===== src/rtl/fault_test_pkg.sv =====
// Shared widths, state encoding and settle-time limits for the stuck-at fault test sequencer.
package fault_test_pkg;

  localparam int unsigned VEC_W       = 3;
  localparam int unsigned OUT_W       = 2;
  localparam int unsigned NUM_VEC     = 8;
  localparam int unsigned CNT_W       = 4;
  localparam int unsigned FCNT_W      = 4;
  localparam int unsigned SETTLE_MIN  = 1;
  localparam int unsigned SETTLE_MAX  = 15;

  localparam logic [VEC_W-1:0] VEC_LAST = VEC_W'(NUM_VEC - 1);

  typedef enum logic [1:0] {
    ST_IDLE    = 2'd0,
    ST_SETTLE  = 2'd1,
    ST_COMPARE = 2'd2,
    ST_DONE    = 2'd3
  } state_t;

endpackage


===== src/rtl/fault_test_sequencer_if.sv =====
// Lab-control and CUT-facing signal bundle of the fault test sequencer.
interface fault_test_sequencer_if;
  import fault_test_pkg::*;

  logic                 start;
  logic                 stop_on_fail;
  logic [VEC_W-1:0]     vec_out;
  logic [OUT_W-1:0]     good_f;
  logic [OUT_W-1:0]     cut_f;
  logic                 busy;
  logic                 done;
  logic                 fault_detected;
  logic [VEC_W-1:0]     first_fail_vec;
  logic [NUM_VEC-1:0]   fail_mask;
  logic [FCNT_W-1:0]    fail_count;
  logic [OUT_W-1:0]     diff_accum;

  // Lab controller and the two CUT instances
  modport master (
    output start, stop_on_fail, good_f, cut_f,
    input  vec_out, busy, done, fault_detected, first_fail_vec,
           fail_mask, fail_count, diff_accum
  );

  // Sequencer
  modport slave (
    input  start, stop_on_fail, good_f, cut_f,
    output vec_out, busy, done, fault_detected, first_fail_vec,
           fail_mask, fail_count, diff_accum
  );

endinterface


===== src/rtl/fault_result_recorder.sv =====
// Accumulates per-run detection results from each compared vector.
module fault_result_recorder
  import fault_test_pkg::*;
(
  input  logic                clk,
  input  logic                rst,
  input  logic                i_clear,
  input  logic                i_capture,
  input  logic [VEC_W-1:0]    i_vec,
  input  logic [OUT_W-1:0]    i_diff,
  output logic                o_fault_detected,
  output logic [VEC_W-1:0]    o_first_fail_vec,
  output logic [NUM_VEC-1:0]  o_fail_mask,
  output logic [FCNT_W-1:0]   o_fail_count,
  output logic [OUT_W-1:0]    o_diff_accum
);

  logic                r_fault_detected;
  logic [VEC_W-1:0]    r_first_fail_vec;
  logic [NUM_VEC-1:0]  r_fail_mask;
  logic [FCNT_W-1:0]   r_fail_count;
  logic [OUT_W-1:0]    r_diff_accum;
  logic                w_mismatch;

  assign w_mismatch = |i_diff;

  // Count cannot exceed NUM_VEC because each vector is captured at most once per run
  always_ff @(posedge clk or posedge rst) begin
    if (rst) begin
      r_fault_detected <= 1'b0;
      r_first_fail_vec <= '0;
      r_fail_mask      <= '0;
      r_fail_count     <= '0;
      r_diff_accum     <= '0;
    end else if (i_clear) begin
      r_fault_detected <= 1'b0;
      r_first_fail_vec <= '0;
      r_fail_mask      <= '0;
      r_fail_count     <= '0;
      r_diff_accum     <= '0;
    end else if (i_capture) begin
      r_diff_accum <= r_diff_accum | i_diff;
      if (w_mismatch) begin
        r_fail_mask[i_vec] <= 1'b1;
        r_fail_count       <= FCNT_W'(r_fail_count + FCNT_W'(1));
        if (!r_fault_detected) begin
          r_first_fail_vec <= i_vec;
          r_fault_detected <= 1'b1;
        end
      end
    end
  end

  assign o_fault_detected = r_fault_detected;
  assign o_first_fail_vec = r_first_fail_vec;
  assign o_fail_mask      = r_fail_mask;
  assign o_fail_count     = r_fail_count;
  assign o_diff_accum     = r_diff_accum;

endmodule


===== src/rtl/fault_test_sequencer.sv =====
// Walks all CUT input vectors, waits a settle time per vector and compares good vs faulty outputs.
module fault_test_sequencer
  import fault_test_pkg::*;
#(
  parameter int unsigned SETTLE_CYCLES = 2
) (
  input  logic                    clk,
  input  logic                    rst,
  fault_test_sequencer_if.slave   bus
);

  localparam logic [CNT_W-1:0] CNT_LOAD = CNT_W'(SETTLE_CYCLES - 1);

  state_t              r_state;
  state_t              w_state_nxt;
  logic [CNT_W-1:0]    r_cnt;
  logic [CNT_W-1:0]    w_cnt_nxt;
  logic [VEC_W-1:0]    r_vec;
  logic [VEC_W-1:0]    w_vec_nxt;
  logic                r_stop;
  logic                w_stop_nxt;
  logic                r_busy;
  logic                r_done;
  logic                w_clear;
  logic                w_capture;
  logic [OUT_W-1:0]    w_diff;

  assign w_diff = bus.good_f ^ bus.cut_f;

  always_ff @(posedge clk or posedge rst) begin
    if (rst) begin
      r_state <= ST_IDLE;
      r_cnt   <= '0;
      r_vec   <= '0;
      r_stop  <= 1'b0;
      r_busy  <= 1'b0;
      r_done  <= 1'b0;
    end else begin
      r_state <= w_state_nxt;
      r_cnt   <= w_cnt_nxt;
      r_vec   <= w_vec_nxt;
      r_stop  <= w_stop_nxt;
      r_busy  <= (w_state_nxt == ST_SETTLE) || (w_state_nxt == ST_COMPARE);
      r_done  <= (w_state_nxt == ST_DONE);
    end
  end

  // Start is honoured only when idle or finished; a run in flight ignores it
  always_comb begin
    w_state_nxt = r_state;
    w_cnt_nxt   = r_cnt;
    w_vec_nxt   = r_vec;
    w_stop_nxt  = r_stop;
    w_clear     = 1'b0;
    w_capture   = 1'b0;
    case (r_state)
      ST_IDLE, ST_DONE: begin
        if (bus.start) begin
          w_clear     = 1'b1;
          w_vec_nxt   = '0;
          w_stop_nxt  = bus.stop_on_fail;
          w_cnt_nxt   = CNT_LOAD;
          w_state_nxt = ST_SETTLE;
        end
      end
      ST_SETTLE: begin
        if (r_cnt == '0) begin
          w_state_nxt = ST_COMPARE;
        end else begin
          w_cnt_nxt = CNT_W'(r_cnt - CNT_W'(1));
        end
      end
      ST_COMPARE: begin
        w_capture = 1'b1;
        if ((r_vec == VEC_LAST) || (r_stop && (w_diff != '0))) begin
          w_state_nxt = ST_DONE;
        end else begin
          w_vec_nxt   = VEC_W'(r_vec + VEC_W'(1));
          w_cnt_nxt   = CNT_LOAD;
          w_state_nxt = ST_SETTLE;
        end
      end
      default: w_state_nxt = ST_IDLE;
    endcase
  end

  fault_result_recorder u_recorder (
    .clk              (clk),
    .rst              (rst),
    .i_clear          (w_clear),
    .i_capture        (w_capture),
    .i_vec            (r_vec),
    .i_diff           (w_diff),
    .o_fault_detected (bus.fault_detected),
    .o_first_fail_vec (bus.first_fail_vec),
    .o_fail_mask      (bus.fail_mask),
    .o_fail_count     (bus.fail_count),
    .o_diff_accum     (bus.diff_accum)
  );

  assign bus.vec_out = r_vec;
  assign bus.busy    = r_busy;
  assign bus.done    = r_done;

endmodule


===== src/flat_wrapper.sv =====
// flat-port wrapper written by rule: the top's interface ports become plain ports
module fault_test_sequencer_flat import fault_test_pkg::*;
#(
  parameter int unsigned SETTLE_CYCLES = 2
)
  (clk, rst, bus_start, bus_stop_on_fail, bus_good_f, bus_cut_f, bus_vec_out, bus_busy, bus_done, bus_fault_detected, bus_first_fail_vec, bus_fail_mask, bus_fail_count, bus_diff_accum);
  fault_test_sequencer_if bus_i ();
  input  logic clk;
  input  logic rst;
  input wire logic [$bits(bus_i.start)-1:0] bus_start;
  input wire logic [$bits(bus_i.stop_on_fail)-1:0] bus_stop_on_fail;
  input wire logic [$bits(bus_i.good_f)-1:0] bus_good_f;
  input wire logic [$bits(bus_i.cut_f)-1:0] bus_cut_f;
  output wire logic [$bits(bus_i.vec_out)-1:0] bus_vec_out;
  output wire logic [$bits(bus_i.busy)-1:0] bus_busy;
  output wire logic [$bits(bus_i.done)-1:0] bus_done;
  output wire logic [$bits(bus_i.fault_detected)-1:0] bus_fault_detected;
  output wire logic [$bits(bus_i.first_fail_vec)-1:0] bus_first_fail_vec;
  output wire logic [$bits(bus_i.fail_mask)-1:0] bus_fail_mask;
  output wire logic [$bits(bus_i.fail_count)-1:0] bus_fail_count;
  output wire logic [$bits(bus_i.diff_accum)-1:0] bus_diff_accum;
  assign bus_i.start = bus_start;
  assign bus_i.stop_on_fail = bus_stop_on_fail;
  assign bus_i.good_f = bus_good_f;
  assign bus_i.cut_f = bus_cut_f;
  assign bus_vec_out = bus_i.vec_out;
  assign bus_busy = bus_i.busy;
  assign bus_done = bus_i.done;
  assign bus_fault_detected = bus_i.fault_detected;
  assign bus_first_fail_vec = bus_i.first_fail_vec;
  assign bus_fail_mask = bus_i.fail_mask;
  assign bus_fail_count = bus_i.fail_count;
  assign bus_diff_accum = bus_i.diff_accum;
  fault_test_sequencer #(.SETTLE_CYCLES(SETTLE_CYCLES)) u_core (.clk(clk), .rst(rst), .bus(bus_i));
endmodule

===== config.mk =====
export PLATFORM = sky130hd
export DESIGN_NAME = fault_test_sequencer_flat
export DESIGN_NICKNAME = d
export VERILOG_FILES = /design/src/rtl/fault_test_pkg.sv /design/src/rtl/fault_test_sequencer_if.sv /design/src/rtl/fault_result_recorder.sv /design/src/rtl/fault_test_sequencer.sv /design/src/flat_wrapper.sv
export SDC_FILE = /design/constraint.sdc
export NUM_CORES = 1
export LEC_CHECK = 0
export ABC_AREA = 1
export CORE_MARGIN = 2
export CORE_UTILIZATION = 40
export CTS_BUF_LIST = sky130_fd_sc_hd__clkbuf_16
export DETAILED_ROUTE_END_ITERATION = 8
export GPL_ROUTABILITY_DRIVEN = 1
export HOLD_SLACK_MARGIN = 0.05
export PLACE_DENSITY = 0.7
export SETUP_SLACK_MARGIN = 0.4
export SLEW_MARGIN = 40
export SYNTH_ARGS = -nofsm -noshare
export SYNTH_HDL_FRONTEND = slang
export SYNTH_SLANG_ARGS = --single-unit

===== constraint.sdc =====
create_clock -name clk -period 3.65 [get_ports clk]
set_clock_uncertainty 0.05 [all_clocks]
set_input_delay 0.5475 -clock clk [delete_from_list [all_inputs] [get_ports clk]]
set_output_delay 0.5475 -clock clk [all_outputs]
set_load 0.02 [all_outputs]

Word-level counts from Yosys, hierarchy flattened
Index checks and enable logic that the tools add are counted.
Word-level totals
  flip-flop bits (word level): 30
  latch bits: 0
  bits in writable memories: 0
  bits in read-only memories: 0
  input port bits: 8
  logic and storage cells: 78
  memories kept: 0
Operators by class
  add/subtract/negate cells: 3
  $mul: 0
  divide/modulo/power cells: 0
  magnitude comparators: 2
  equal/unequal tests: 11
  shift-type cells: 0
  multiplexer cells: 31
  bitwise logic cells: 3
  reductions and logical operators: 17
Operators with widths (count)
  $mux 4: 6
  $mux 8: 3
  $mux 3: 6
  $pmux 4 s3: 1
  $mux 2: 5
  $reduce_and 3->1: 3
  $eq 2x2->1 const B: 4
  $ne 2x2->1 const B: 4
  $or 8x8->8: 1
  $reduce_bool 2->1: 4
  $mux 1: 7
  $pmux 2 s3: 1
  $pmux 3 s2: 1
  $add 4x1->4 const B: 1
  $eq 2x1->1 const B: 2
  $logic_not 4->1: 1
  $lt 3x4->1 const B: 1
  $reduce_and 2->1: 2
  $reduce_or 2->1: 2
  $sub 4x1->4 const B: 1
  $add 3x1->3 const B: 1
  $demux 1 s3: 1
  $eq 3x3->1 const B: 1
  $ge 3x1->1 const B: 1
  5 further kinds: 7

Logic depth before layout (Yosys ltp)
Gate-level depths: netlist of the first run.
  word-level depth: 8
  gate-level depth with buffers: 11
  mapped depth without buffers: 11

By module
A second synthesis of the first run with hierarchy kept.
Second synthesis, totals
  cells, all modules: 213
  area total of the unflattened synthesis: 1676.6 um^2
Modules (own cells, without submodules)
  fault_result_recorder: instances 1, cells each 110, area an instance 920.9 um^2
  fault_test_sequencer: instances 1, cells each 103, area an instance 755.7 um^2

Worst setup path before layout of the first run
No wires, ideal clock.
  path kind: register to register
  from: register u_core.r_vec[1], in the netlist u_core.bus.vec_out[1]
  to: register u_core.r_busy, in the netlist u_core.bus.busy
  library setup time: 126 ps
  data arrival time: 1518 ps
  required time: 3474 ps
  slack: 1957 ps
  stages on the path, launching flop included: 10
  path buffers: 0
  clock period less this slack: 1693 ps
  path through: dfrtp_1 -> ha_1 -> ha_1 -> inv_1 -> nand2_2 -> nand2_4 -> nand2_1 -> nand2_1 -> nand2_1 -> ha_1
On the way
  cells in the longest elaborated chain, start to end: 6
RTL lines
  from (decl): line fault_test_sequencer.sv:18  | logic [VEC_W-1:0] r_vec;
  from (signal assigned): line fault_test_sequencer.sv:41  | r_vec <= w_vec_nxt;
  $eq 3x3->1 (*): line fault_test_sequencer.sv:75  | if ((r_vec == VEC_LAST) || (r_stop && (w_diff != '0))) begin
  $logic_or 1x1->1 (*): line fault_test_sequencer.sv:75
  $mux 2 (*): line fault_test_sequencer.sv:75
  $pmux 2 s3 (*): line fault_test_sequencer.sv:56  | case (r_state)
  named net u_core.w_state_nxt[1]: line fault_test_sequencer.sv:15  | state_t w_state_nxt;
  $eq 2x1->1 or $eq 2x2->1 (tied branches): line fault_test_sequencer.sv:43  | r_busy <= (w_state_nxt == ST_SETTLE) || (w_state_nxt == ST_COMPARE);
  $logic_or 1x1->1 (*): line fault_test_sequencer.sv:43
  to (signal assigned): line fault_test_sequencer.sv:43
  to (decl): line fault_test_sequencer.sv:22  | logic r_busy;
Mark *: on every way through the listed nets, which the timed path passes. The rest lies on a longest branch.
A chain may end at the register's enable or synchronous reset.

Worst setup path in the final report of the first run
  from: register u_core.r_vec[2], in the netlist u_core.bus.vec_out[2]
  to: output bus_vec_out[2]
RTL lines
  to (decl): line flat_wrapper.sv:14  | output wire logic [$bits(bus_i.vec_out)-1:0] bus_vec_out;
No word-level cell between the ends.

==> results of run 1 <==
[through the flow]
| step | total power, mW | instance area (um^2) | utilization |
|---|---|---|---|
| final | 1.620 | 2081 | 0.5558 |
| after global routing | 1.762 | 2081 | 0.5558 |
| after CTS | 1.646 | 2081 | 0.5558 |
| after detailed placement | 1.258 | 1946 | 0.5197 |
| after global placement | 1.243 | 1946 | 0.5197 |
| after floorplan | 1.022 | 1599 | - |
[area by class of cell]
type,instances,area (um^2)
clock inverter,2,10.01
inverter,25,93.84
multi-input combinational,127,733.2
tap,48,60.06
timing repair buffer,31,307.8
clock buffer,5,125.1
fill,370,1663
sequential,30,750.7
[worst min path at each step]
| stage | from | end | slack, ns | depth (start not counted) |
|---|---|---|---|---|
| 3_5_place_dp | u_core.r_cnt[3] | u_core.r_cnt[3] | 0.42 | 2 |
| 5_1_grt | u_core.r_cnt[1] | u_core.r_cnt[1] | 0.43 | 2 |
| 6_report | u_core.r_cnt[1] | u_core.r_cnt[1] | 0.42 | 2 |
| 4_1_cts | u_core.r_cnt[3] | u_core.r_cnt[3] | 0.43 | 2 |
| 3_3_place_gp | u_core.r_cnt[3] | u_core.r_cnt[3] | 0.41 | 2 |
| 2_1_floorplan | u_core.r_cnt[1] | u_core.r_cnt[1] | 0.39 | 2 |
[sequential cells by signal (all words and copies together), names as in the netlist]
register and flops:
u_core.u_recorder.o_first_fail_vec 3, u_core.bus.vec_out 3, u_core.u_recorder.o_diff_accum 2, u_core.r_cnt 4, u_core.r_stop 1, u_core.u_recorder.o_fail_count 4, u_core.bus.done 1, u_core.bus.busy 1
u_core.u_recorder.o_fail_mask 8, u_core.u_recorder.o_fault_detected 1, u_core.r_state 2
[synthesized netlist by cell type, drive strengths merged]
| library cell | n |
|---|---|
| a21oi | 3 |
| a22oi | 1 |
| a31oi | 1 |
| buf | 3 |
| dfrtp | 30 |
| ha | 9 |
| inv | 25 |
| nand2 | 66 |
| nand3 | 23 |
| nor2 | 9 |
| o21ai | 12 |
| o22ai | 1 |
| xnor2 | 1 |
| xor2 | 1 |
[logic make-up after synthesis]
kind of cell               after synthesis
AOI/OAI and AO/OA                       18
xor gates and xnor gates                 2
adders and majority gates                9
buffers and inverters                   28
DFF                                     30
and+or+nand+nor                         98
[where the power goes]
| part | switching, mW | internal (mW) | total (mW) |
|---|---|---|---|
| clock network | 0.130 | 0.245 | 0.375 |
| logic | 0.438 | 0.292 | 0.730 |
| registers | 0.0783 | 0.436 | 0.515 |
| total | 0.647 | 0.973 | 1.62 |
[metal layers]
metal  share of wire  global-route usage  vias up
li1                -                   -      652
met1            0.47              0.1879      558
met2            0.47              0.2661       25
met3           0.045             0.03500        5
met4           0.018             0.07653        0
met5               0                   0        -
[cells in the final DEF, fill, tap and decap left out]
master	instances
sky130_fd_sc_hd__a21oi_1	3
sky130_fd_sc_hd__inv_2	1
sky130_fd_sc_hd__clkdlybuf4s50_1	30
sky130_fd_sc_hd__o21ai_2	10
sky130_fd_sc_hd__nand3_4	1
sky130_fd_sc_hd__dfrtp_1	30
sky130_fd_sc_hd__ha_1	9
sky130_fd_sc_hd__clkbuf_16	5
sky130_fd_sc_hd__inv_1	24
sky130_fd_sc_hd__nor2_1	9
sky130_fd_sc_hd__nand3_2	2
sky130_fd_sc_hd__buf_4	1
sky130_fd_sc_hd__a22oi_1	1
sky130_fd_sc_hd__nand2_2	5
sky130_fd_sc_hd__nand2_8	1
sky130_fd_sc_hd__xor2_1	1
sky130_fd_sc_hd__xnor2_1	1
sky130_fd_sc_hd__clkinv_2	2
sky130_fd_sc_hd__o21ai_1	2
sky130_fd_sc_hd__nand2_4	3
sky130_fd_sc_hd__o22ai_1	1
sky130_fd_sc_hd__a31oi_1	1
sky130_fd_sc_hd__nand2_1	57
sky130_fd_sc_hd__nand3_1	20
==> results.yml, run 1 <==
cells_and_area:
  final_cells: 268
  post_layout_net_count: 237
  drive_gt1_frac: 0.1409
  post_synthesis_to_final_layout_area_growth_pct: 30.13
  antenna_cells_inserted: 0
synthesis:
  synth_area_per_cell_um2: 8.643
  synth_area_leaders: "sky130_fd_sc_hd__dfrtp_1, sky130_fd_sc_hd__nand2_1, sky130_fd_sc_hd__ha_1, sky130_fd_sc_hd__nand3_1, sky130_fd_sc_hd__inv_1"
  synth_xor_area_frac: 0.01095
  synth_top_area_share: 0.4695
  mappedNetlistNets: 202
  post_synth_and_or_nand_nor_area_fraction: 0.2942
  seq_area_frac_synth: 0.4695
  ys_ff_latch: 30
  post_synthesis_compound_gate_area_fraction: 0.08294
  synthAdderAreaFrac: 0.07042
  synth.mux.area_fraction: 0
  synth.cell_area_um2: 1599
  synthesis.instances: 185
  netlist-cell-type-count: 22
  synth_top_family_by_area: "simple AND/OR/NAND/NOR gates"
  synth.yosys.warnings: 0
  cell_type_with_the_largest_total_area_after_synthesis: "sky130_fd_sc_hd__dfrtp_1"
sta:
  drv_slew: 0
  maxClockFrequency_ghz: 0.4833
  fin_setup_tns_ns: 0
  worst_slew_margin_rel: 0.7509
  fin_worst_hold_slack_ns: 0.4240
  final.period_utilization: 0.5669
  grt_setup_unrepaired: "no"
  tightest_slew_ns: 0.3737
  final.min_clock_period_ns: 2.069
  fin_ws_ns: 1.581
  hold_viol: 0
  setup-violations-final: 0
grt:
  antenna_found_initial: 0
  grt_pass1_vias: 1216
  gr-total-overflow: 0
  global_route.usage.total: 0.1570
  grt_pass1_wl_um: 5237
  largest_net_degree_at_the_start_of_global_routing: 31
routing:
  first_pass_iters: 4
  vias_after_detailed_routing: 1240
  routedWlPerCell_um: 11.31
  routed_wire_length_um: 3030
  drt-vias-per-instance: 4.627
  drtIter0Drc: 91
  drcViolationCount: 0
  drtAntennaViolNets: 0
critical_path:
  cp.arrival_ns: 1.47
  setup_slack_on_the_worst_flop_to_flop_path_ns: 1.89
  path_max_fanout: 9
  critPathSlowestCell: "sky130_fd_sc_hd__clkdlybuf4s50_1"
  required_ns: 3.05
  critical_path_depth: 1
  critical_path.reg2reg.startpoint: "u_core.bus.vec_out[0]"
  crit_path_end: "bus_vec_out[2]"
  critical_path_buf_inv_count: 1
  critical_path_class: "flip-flop to output port"
  worst_path_dominant_cell_family: "buffers and inverters"
  critical_path.max_stage_delay_ns: 0.67
  regToRegEndpoint: "u_core.bus.busy"
  worstPathCellList: "clkdlybuf4s50_1"
  cell_count_of_the_worst_reg_to_reg_path: 9
  setup.worst_path.end_class: "output port"
  critPathLaunch: "u_core.bus.vec_out[2]"
  critPathLaunchType: "flip-flop"
floorplanning:
  floorplan.io_pins: 31
  die_height_um: 67.23
  fp.dieArea_um2: 4519
  fp.dieW_um: 67.23
  core_area_um2: 3744
  rows: 22
  initial_utilization: 0.4271
cts:
  cts.hold.buffers_added: 0
  post_cts_resize_count: 0
  clk_path_buf_depth: 2
  clkLatencyLatePin_ns: 0.27
  cts_root_buffer: "sky130_fd_sc_hd__clkbuf_16"
  clkSinkCount: 30
  tritoncts: "built"
  cts_buffers: 5
  buffers_inserted_during_post_cts_setup_optimization: 0
  clock_transition_time_at_the_flip_flop_clock_pins_of_the_worst_setup_and_hold_paths_ns: 0.05
  cts.htree.levels: 2
pwr:
  power_density_nw_per_um2: 778.5
  power.leakage_nw: 1.055
  ir_drop_mv: 0.2451
place:
  portBuffers: 30
  place_hpwl_um: 2162
  finalWeightedCongestion: 0.7535
  post-place-cells: 261
  pre_cts_slack_ns: 1.555
outcome:
  run_status: "finished, final reports clean"
flow_run:
  drv.max_cap_violation_count: 0
min_path:
  min_path_type: "flip-flop to flip-flop"
Note: power is estimated with default switching activity, not from simulation.
==> run 2: changes to the inputs <==
Clock period 3.65 ns to 2.1 ns, I/O delays scaled along.
==> run 2 against run 1 <==
Clock-buffer cell count unchanged. Sequential share of layout area decreased by 1.3 points. Highest routed layer unchanged. Worst setup slack got worse by 1.1 ns. Worst hold slack got worse by 0.060 ns. First-iteration DRC count down 9.9%.
==> results.yml, run 2 (synthesized netlist as in run 1, its figures left out) <==
grt:
  grt_pass1_vias: 1226
  antenna_found_initial: 0
  grt_pass1_wl_um: 5299
  gr-total-overflow: 0
  largest_net_degree_at_the_start_of_global_routing: 31
  global_route.usage.total: 0.1616
cts:
  clock_transition_time_at_the_flip_flop_clock_pins_of_the_worst_setup_and_hold_paths_ns: 0.05
  clk_path_buf_depth: 2
  cts_root_buffer: "sky130_fd_sc_hd__clkbuf_16"
  cts_buffers: 5
  cts.htree.levels: 2
  clkLatencyLatePin_ns: 0.27
  cts.hold.buffers_added: 0
  tritoncts: "built"
  clkSinkCount: 30
cells_and_area:
  fillerInstances: 346
  post_layout_net_count: 239
  drive_gt1_frac: 0.1704
  postLayoutCoreUtil: 0.5775
  regArea_um2: 752.0
  post_synthesis_to_final_layout_area_growth_pct: 35.21
  antenna_cells_inserted: 0
  layout.cells.most_common: "sky130_fd_sc_hd__nand2_1"
  layout.cells.most_common_list: "sky130_fd_sc_hd__nand2_1, sky130_fd_sc_hd__dfrtp_1, sky130_fd_sc_hd__clkdlybuf4s50_1, sky130_fd_sc_hd__inv_1, sky130_fd_sc_hd__nand3_1"
  max_ffs_per_register: 8
  multi_input_comb_area_um2: 745.7
critical_path:
  critical_path.reg2reg.startpoint: "u_core.r_state[0]"
  path_max_fanout: 4
  setup_slack_on_the_worst_flop_to_flop_path_ns: 0.43
  required_ns: 2.20
  critPathLaunch: "u_core.r_state[0]"
  critPathLaunchType: "flip-flop"
  regToRegEndpoint: "u_core.bus.busy"
  cell_count_of_the_worst_reg_to_reg_path: 6
  critical_path_class: "flip-flop to flip-flop"
  setup.worst_path.end_class: "flip-flop"
  crit_path_end: "u_core.bus.busy"
  cp.arrival_ns: 1.77
floorplanning:
  die_height_um: 67.23
  fp.dieW_um: 67.23
  floorplan.io_pins: 31
  rows: 22
  core_area_um2: 3744
  fp.dieArea_um2: 4519
  initial_utilization: 0.4271
pwr:
  power.leakage_nw: 1.115
  ir_drop_mv: 0.7220
  power_density_nw_per_um2: 1437
routing:
  routed_wire_length_um: 3051
  drtIter0Drc: 82
  drcViolationCount: 0
  drtAntennaViolNets: 0
  routedWlPerCell_um: 11.26
  drt-vias-per-instance: 4.723
  vias_after_detailed_routing: 1280
  first_pass_iters: 4
place:
  finalWeightedCongestion: 0.7518
  place_hpwl_um: 2182
  portBuffers: 30
sta:
  hold_viol: 0
  setup-violations-final: 0
  final.period_utilization: 0.7936
  grt_setup_unrepaired: "yes"
  tightest_slew_ns: 0.3738
  maxClockFrequency_ghz: 0.6000
  fin_setup_tns_ns: 0
  drv_slew: 0
  worst_slew_margin_rel: 0.7508
  final.min_clock_period_ns: 1.667
outcome:
  run_status: "finished, final reports clean"
min_path:
  min_path_type: "input pin to async pin"
flow_run:
  drv.max_cap_violation_count: 0
run 2: cell type report:
cell class	count	area share
inverter	25	0.04340
multi-input combinational	127	0.3449
clock buffer	5	0.05787
clock inverter	3	0.02951
tap	48	0.02778
timing repair buffer	33	0.1487
sequential	30	0.3478
run 2: through the flow:
step                area [um^2]  hold slack, ns  std cells  setup slack (ns)  total power, mW
floorplan                  1599          0.3558        185            0.4066            1.776
global placement           1961          0.4088        263            0.2785            2.176
detailed placement         1961          0.4107        263            0.2220            2.203
CTS                        2147          0.3877        271            0.3586            3.122
global route               2162          0.4418        271            0.3405            3.342
finish                     2162          0.3640        271            0.4334            3.107
run 2: worst min path at each step:
stage | startpoint | to | depth (start not counted) | slack [ns]
floorplan | rst | u_core.bus.busy | 1 | 0.36
global placement | u_core.r_cnt[1] | u_core.r_cnt[1] | 2 | 0.41
detailed placement | u_core.r_cnt[1] | u_core.r_cnt[1] | 2 | 0.41
CTS | rst | u_core.u_recorder.o_first_fail_vec[1] | 3 | 0.39
global route | u_core.r_cnt[1] | u_core.r_cnt[1] | 2 | 0.44
finish | rst | u_core.r_state[0] | 3 | 0.36
run 2: power by group:
group	internal, mW	switching, mW
clock	0.674	0.240
sequential	0.758	0.113
combinational	0.524	0.799
total	1.96	1.15
run 2: critical path, cell delays in order, from the launching register on:
cell and delay [ns]:
sky130_fd_sc_hd__dfrtp_1 0.39, sky130_fd_sc_hd__inv_1 0.09, sky130_fd_sc_hd__ha_2 0.35, sky130_fd_sc_hd__inv_1 0.09, sky130_fd_sc_hd__nor2_2 0.17, sky130_fd_sc_hd__a22oi_2 0.12, sky130_fd_sc_hd__ha_1 0.30
run 2: layer usage:
layer / routed length, um / share of wire / up-vias / track usage
met5: 0 / 0 / - / 0
met4: 63 / 0.021 / 0 / 0.08418
met3: 179 / 0.059 / 4 / 0.05167
met2: 1395 / 0.46 / 39 / 0.2624
met1: 1412 / 0.46 / 581 / 0.1913
li1: - / - / 656 / -
run 2: what timing repair did:
| action | 4_1_cts | 5_1_grt |
|---|---|---|
| gates resized for setup | 4 | 5 |
| setup buffers | 0 | 0 |
| pin swaps | 0 | 0 |
| setup endpoints to repair | 4 | 22 |
